### src/rtl/mem_arbiter.sv
// Two-port arbiter in front of a single-cycle RAM.
// Port 0 is the CPU data side and port 1 is the loader/debug side.
// In SHARED state, contended cycles alternate between the two ports.
// In EXCL state, port 1 owns the RAM outright.
// Read data is registered per port, and rvalid follows one cycle after a granted read.
module mem_arbiter #(
    parameter int ADDR_W = 32,
    parameter int DATA_W = 32
) (
    input  logic              clk,
    input  logic              rst,
    input  logic              p0_req,
    input  logic              p0_we,
    input  logic [ADDR_W-1:0] p0_addr,
    input  logic [DATA_W-1:0] p0_wdata,
    input  logic [1:0]        p0_width,
    input  logic              p0_sext,
    output logic              p0_gnt,
    output logic              p0_rvalid,
    output logic [DATA_W-1:0] p0_rdata,
    output logic              p0_stall,
    input  logic              p1_req,
    input  logic              p1_we,
    input  logic [ADDR_W-1:0] p1_addr,
    input  logic [DATA_W-1:0] p1_wdata,
    input  logic [1:0]        p1_width,
    input  logic              p1_sext,
    output logic              p1_gnt,
    output logic              p1_rvalid,
    output logic [DATA_W-1:0] p1_rdata,
    input  logic              excl_req,
    output logic              excl_ack,
    output logic [ADDR_W-1:0] ram_addr,
    output logic [DATA_W-1:0] ram_wdata,
    output logic              ram_we,
    output logic [1:0]        ram_width,
    output logic              ram_sext,
    input  logic [DATA_W-1:0] ram_rdata
);

    typedef enum logic {SHARED, EXCL} state_t;

    state_t            stateReg;
    logic              lastGnt;      // 0 = port 0 won last, 1 = port 1 won last
    logic              exclExit;     // port 0 forced first after leaving EXCL
    logic              exclAckReg;
    logic              p0Gnt;
    logic              p1Gnt;
    logic              p0RvalidReg;
    logic              p1RvalidReg;
    logic [DATA_W-1:0] p0RdataReg;
    logic [DATA_W-1:0] p1RdataReg;

    // Grant decision: nothing during reset, port 1 only in EXCL, round-robin on contention
    always_comb begin
        p0Gnt = 1'b0;
        p1Gnt = 1'b0;
        if (!rst) begin
            if (stateReg == EXCL) begin
                p1Gnt = p1_req;
            end else if (p0_req && p1_req) begin
                if (lastGnt || exclExit) begin
                    p0Gnt = 1'b1;
                end else begin
                    p1Gnt = 1'b1;
                end
            end else begin
                p0Gnt = p0_req;
                p1Gnt = p1_req;
            end
        end
    end

    // RAM drive: the granted port's fields, otherwise port 0 fields with the write disabled
    always_comb begin
        if (p1Gnt) begin
            ram_addr  = p1_addr;
            ram_wdata = p1_wdata;
            ram_width = p1_width;
            ram_sext  = p1_sext;
            ram_we    = p1_we;
        end else begin
            ram_addr  = p0_addr;
            ram_wdata = p0_wdata;
            ram_width = p0_width;
            ram_sext  = p0_sext;
            ram_we    = p0Gnt & p0_we;
        end
    end

    // Ownership FSM plus arbitration history; lastGnt is frozen while in EXCL
    always_ff @(posedge clk) begin
        if (rst) begin
            stateReg   <= SHARED;
            lastGnt    <= 1'b1;
            exclExit   <= 1'b0;
            exclAckReg <= 1'b0;
        end else begin
            case (stateReg)
                SHARED: begin
                    if (p0Gnt) begin
                        lastGnt <= 1'b0;
                    end else if (p1Gnt) begin
                        lastGnt <= 1'b1;
                    end
                    if (p0_req && p1_req) begin
                        exclExit <= 1'b0;
                    end
                    if (excl_req) begin
                        stateReg   <= EXCL;
                        exclAckReg <= 1'b1;
                    end
                end
                EXCL: begin
                    if (!excl_req) begin
                        stateReg   <= SHARED;
                        exclAckReg <= 1'b0;
                        exclExit   <= 1'b1;
                    end
                end
                default: begin
                    stateReg   <= SHARED;
                    exclAckReg <= 1'b0;
                end
            endcase
        end
    end

    // Read return: capture RAM data on a granted read and pulse rvalid for one cycle
    always_ff @(posedge clk) begin
        if (rst) begin
            p0RvalidReg <= 1'b0;
            p1RvalidReg <= 1'b0;
            p0RdataReg  <= '0;
            p1RdataReg  <= '0;
        end else begin
            p0RvalidReg <= p0Gnt & ~p0_we;
            p1RvalidReg <= p1Gnt & ~p1_we;
            if (p0Gnt && !p0_we) begin
                p0RdataReg <= ram_rdata;
            end
            if (p1Gnt && !p1_we) begin
                p1RdataReg <= ram_rdata;
            end
        end
    end

    // A read granted just before reset must not report valid data while reset is held
    assign p0_rvalid = p0RvalidReg & ~rst;
    assign p1_rvalid = p1RvalidReg & ~rst;
    assign p0_rdata  = p0RdataReg;
    assign p1_rdata  = p1RdataReg;
    assign p0_gnt    = p0Gnt;
    assign p1_gnt    = p1Gnt;
    assign p0_stall  = p0_req & ~p0Gnt;
    assign excl_ack  = exclAckReg;

endmodule

### config.mk
export PLATFORM = sky130hd
export DESIGN_NAME = mem_arbiter
export DESIGN_NICKNAME = d
export VERILOG_FILES = /design/src/rtl/mem_arbiter.sv
export SDC_FILE = /design/constraint.sdc
export NUM_CORES = 1
export LEC_CHECK = 0
export ABC_CLOCK_PERIOD_IN_PS = 4500
export CAP_MARGIN = 15
export CORE_AREA = 8 8 115 117
export DETAILED_ROUTE_END_ITERATION = 7
export DIE_AREA = 0 0 123 125
export GPL_TIMING_DRIVEN = 0
export PLACE_DENSITY = 0.87
export SYNTH_ARGS = -nofsm -noshare
export SYNTH_HDL_FRONTEND = slang
export SYNTH_SLANG_ARGS = --single-unit
### constraint.sdc
create_clock -name clk -period 4.5 [get_ports clk]
set_input_delay 0.9 -clock clk [delete_from_list [all_inputs] [get_ports clk]]
set_output_delay 0.9 -clock clk [all_outputs]
set_load 0.05 [all_outputs]
# == Word-level counts from Yosys, hierarchy flattened ==
# Index checks and enable logic that the tools add are counted.
# totals
in_bits,173
register_bits,70
wordCells,54
out_inout_bits,138
# classes
mux,22
n_reduce_logical,10
bitwise,11
eq_ne,3
# ops
operator,n
32-bit two-way mux,2
1-bit two-way mux,17
1-bit bitwise AND,6
2-bit inequality test (second input constant),3
2-bit AND reduction,3
1-bit inverter,5
1-bit case mux with 2 select lines,2
1-bit logical AND,3
1-bit zero test,2
2-bit two-way mux,1
2-bit nonzero test,1
1-bit logical OR,1

# == Logic depth before layout (Yosys ltp) ==
# depth
ltp_word,7
mapped_depth,7
ltp_nobuf,4

# == Worst setup path before layout ==
# No wires, ideal clock.
# synth_timing
path_type,input -> output
from,input p1_req
to,output ram_we
path_slack_ps,567
required_ps,3600
arrival_ps,3033
path_stages,4
path_buffers,1
cell_sequence,or3b_1 -> buf_2 -> nor3b_1 -> a22o_1
# synth_between
elab_chain_len,6
elab_cells_between_ends,9
classes_between,7 x mux; 1 x bitwise; 1 x reduce/logical
# synth_rtl
item,line_no,text
start: declaration,22,"input logic p1_req,"
1-bit logical AND,61,end else if (p0_req && p1_req) begin
1-bit two-way mux,61,
1-bit two-way mux,59,if (stateReg == EXCL) begin
1-bit two-way mux,58,if (!rst) begin
named net p0_gnt,18,"output logic p0_gnt,"
1-bit bitwise AND,87,ram_we = p0Gnt & p0_we;
1-bit two-way mux,76,if (p1Gnt) begin
end: declaration,35,"output logic ram_we,"
# The timed path passes the listed nets, and every way through them passes these cells.

# == Worst setup path in the final report ==
# layout_timing
from,input p0_req
to,output ram_addr[18]
# layout_between
elab_chain_len,5
# layout_rtl
item,line_no,text
start: declaration,12,"input logic p0_req,"
1-bit logical AND,61,
1-bit two-way mux,61,
1-bit two-way mux,59,
1-bit two-way mux,58,
32-bit two-way mux,76,
end: declaration,33,"output logic [ADDR_W-1:0] ram_addr,"
# Every way passes these cells.

==> metrics.txt <==
PnR worst setup slack ~0.30 ns; Leak 2.735 nW; Core ar. between 10000 and 15000 sq um; sequential area share after synthesis 0.3820; die area between 15000 and 20000 sq um; H-tree depth 3; FF-to-FF End p0_rdata[24]; Setup Total Neg Slack 0 ns; Peak VDD IR 0.2552 mV; hold depth 2; worst-skew pair later-pin latency 0.32 ns; clock share of power 0.301; clk_skew 0.006916 ns; # fillers between 900 and 1000; reg2reg start stateReg; nets@finish roughly 880; vias in the first global route about 4500; worst-margin pin slew just under 0.6 ns; final wirelength 18580 microns; async set-reset flop share out of synthesis 0; Slew headroom 0.6012; RSZ-0062 raised after global routing no; Synth top cells by count 97 x nand2_1, 70 x dfxtp_1, 67 x mux2_2, 32 x mux2i_1, 32 x nand3_1; Mapped Nets ~560; mapped cell area about 3700 sq um; Synth area leader dfxtp_1; Yosys warnings 0; CTS root buf clkbuf_16; Seq pwr share 0.320; Switching Fraction 0.3373; top cells by area, synth dfxtp_1 38%, mux2_2 21%, nand2_1 9.9%, mux2i_1 8.7%, o21ai_2 7.2%; register area around 1400 sq um; number of diodes 0; Rows 40; Worst-path clk slew about 0.050 ns; Fmax between 200 and 250 MHz; Vias per Instance between 4 and 5; die width around 120 microns; sw power 0.7050 mW; Initial Util 0.3159; outcome complete, no violations; Startpoint Class input pin; final hold vios 0; TritonRoute pass-1 iters 6; Post-Route Utilization 0.6208; pwr dens 290.0 nW/um^2; Final setup viols 0; Final period util 0.9336; DIE HEIGHT 125 microns; CP Capture Type output port; GRT Util Overall 0.2338; global-route wire length before repair approximately 27000 microns; CP required approximately 3.6 ns; R2R Setup Slk roughly 2.9 ns; hold path startpoint p0_rdata[0]; most frequent cell after synthesis nand2_1; crit path kind in2out; Gate power share 0.379; post-DP HPWL 15600 microns; hold worst-path end p0_rdata[0]; Post-synth EDFFs 0; Internal ~1.4 mW; TritonCTS clock tree yes; hold_buf cts 0; initial antenna violation count 0; multi-input logic area just over 2000 sq um; CTS Sinks 70; DR WL/cell roughly 22 microns; Cells after Synth 391; IO buf count 309; Syn Area/Cell approximately 9.4 sq um; max-slew violations 0; largest net degree at the start of global routing 11; Layout area overhead 96.49%; Synth top area share 0.3820; hold_ws between 0.4 and 0.5 ns; CTS max path bufs 2; share of cells above drive strength 1 0.1851; Final ANT Viol Nets 0; fin crit period approximately 4.2 ns; synth unique cells 27; # resized after CTS 0; Vias roughly 4200; number of max-cap violations 0; critical path peak fanout 10; Remaining Overflow, GRT 0; main flop type after synthesis dfxtp_1; post-CTS setup buffers 0; HP Class reg2reg; TritonCTS Buffers 9; Starting DRT DRC Count 257; I/O Pins just over 300; gp weighted congestion roughly 0.91; FF-to-FF path depth 4; DP Worst Slack 0.2882 ns; CP arrival between 3 and 4 ns; FF+latch count, synth 70; DRC viols 0
[power by group through the flow]
stage | logic (mW) | clock network (mW) | registers, mW
floorplan | 0.342 | 0 | 0.776
global placement | 0.785 | 0 | 0.680
detailed placement | 0.793 | 0 | 0.681
CTS | 0.797 | 0.642 | 0.669
global route | 0.823 | 0.664 | 0.672
finish | 0.792 | 0.629 | 0.669
[registers in the layout (all words and copies together) (netlist names)]
signal	cells
p0RvalidReg	1
p1RvalidReg	1
lastGnt	1
stateReg	1
p1_rdata	32
exclExit	1
p0_rdata	32
excl_ack	1
[per-stage QoR]
step	total power, mW	cells	cell area, sq um
after detailed placement	1.474	847	6945
after floorplan	1.119	391	3669
after CTS	2.108	860	7208
after global placement	1.465	847	6945
after global routing	2.159	860	7208
final	2.090	860	7208
[layout make-up]
type	count	share of cell area
inverters	3	0.001562
plain buffers	33	0.02847
flip-flops and latches	70	0.1944
multi-input cells	285	0.2845
well taps	147	0.02552
repair buffers	309	0.4291
clock buffers	11	0.03506
clock inverters	2	0.001389
[cells in the final DEF, fill, tap and decap left out, types with 2 or more instances in the layout]
master / count
nand2_1: 97
buf_2: 5
a21oi_1: 2
buf_1: 2
dfxtp_1: 70
o21ai_2: 30
clkbuf_16: 9
mux2_2: 67
clkdlybuf4s50_1: 309
clkinv_2: 2
clkbuf_8: 2
nand3_1: 32
inv_2: 2
o21ai_0: 4
nor2_1: 3
mux2i_1: 32
nand2b_1: 2
buf_4: 7
clkbuf_1: 13
nor2b_1: 8
buf_6: 5
[routing by layer]
metal | vias up | track usage | wire length [microns]
met5 | - | 0 | 0
met3 | 34 | 0.08236 | 1951
li1 | 1975 | - | -
met2 | 195 | 0.4109 | 9327
met1 | 1960 | 0.2461 | 6734
met4 | 0 | 0.09568 | 570
[cell families (layout without fill, tap and decap cells)]
family                 count (synthesis)  count (layout)  synth area share
flip-flops                            70              70            0.3820
buffers and inverters                 36             358           0.05900
AO/OA/AOI/OAI                         40              40           0.09039
multiplexers                          99              99            0.2930
AND/OR/NAND/NOR                      146             146            0.1756
[critical path: stages]
cell,delay (ns)
clkdlybuf4s50_1,0.49
nand2b_1,0.06
buf_4,0.16
o21ai_4,0.25
buf_6,0.20
buf_8,0.15
mux2_2,0.35
clkdlybuf4s50_1,0.73
[how the worst max path moves through the flow]
stage	start	to	slack, ns	depth (start not counted)
after global routing	p0_req	ram_addr[20]	0.16	8
after CTS	p0_req	ram_addr[19]	0.28	8
final	p0_req	ram_addr[18]	0.30	8
after detailed placement	p0_req	ram_addr[19]	0.29	8
after floorplan	p1_req	ram_we	0.57	4
after global placement	p0_req	ram_addr[19]	0.29	8
(Power assumes the default switching activity.)
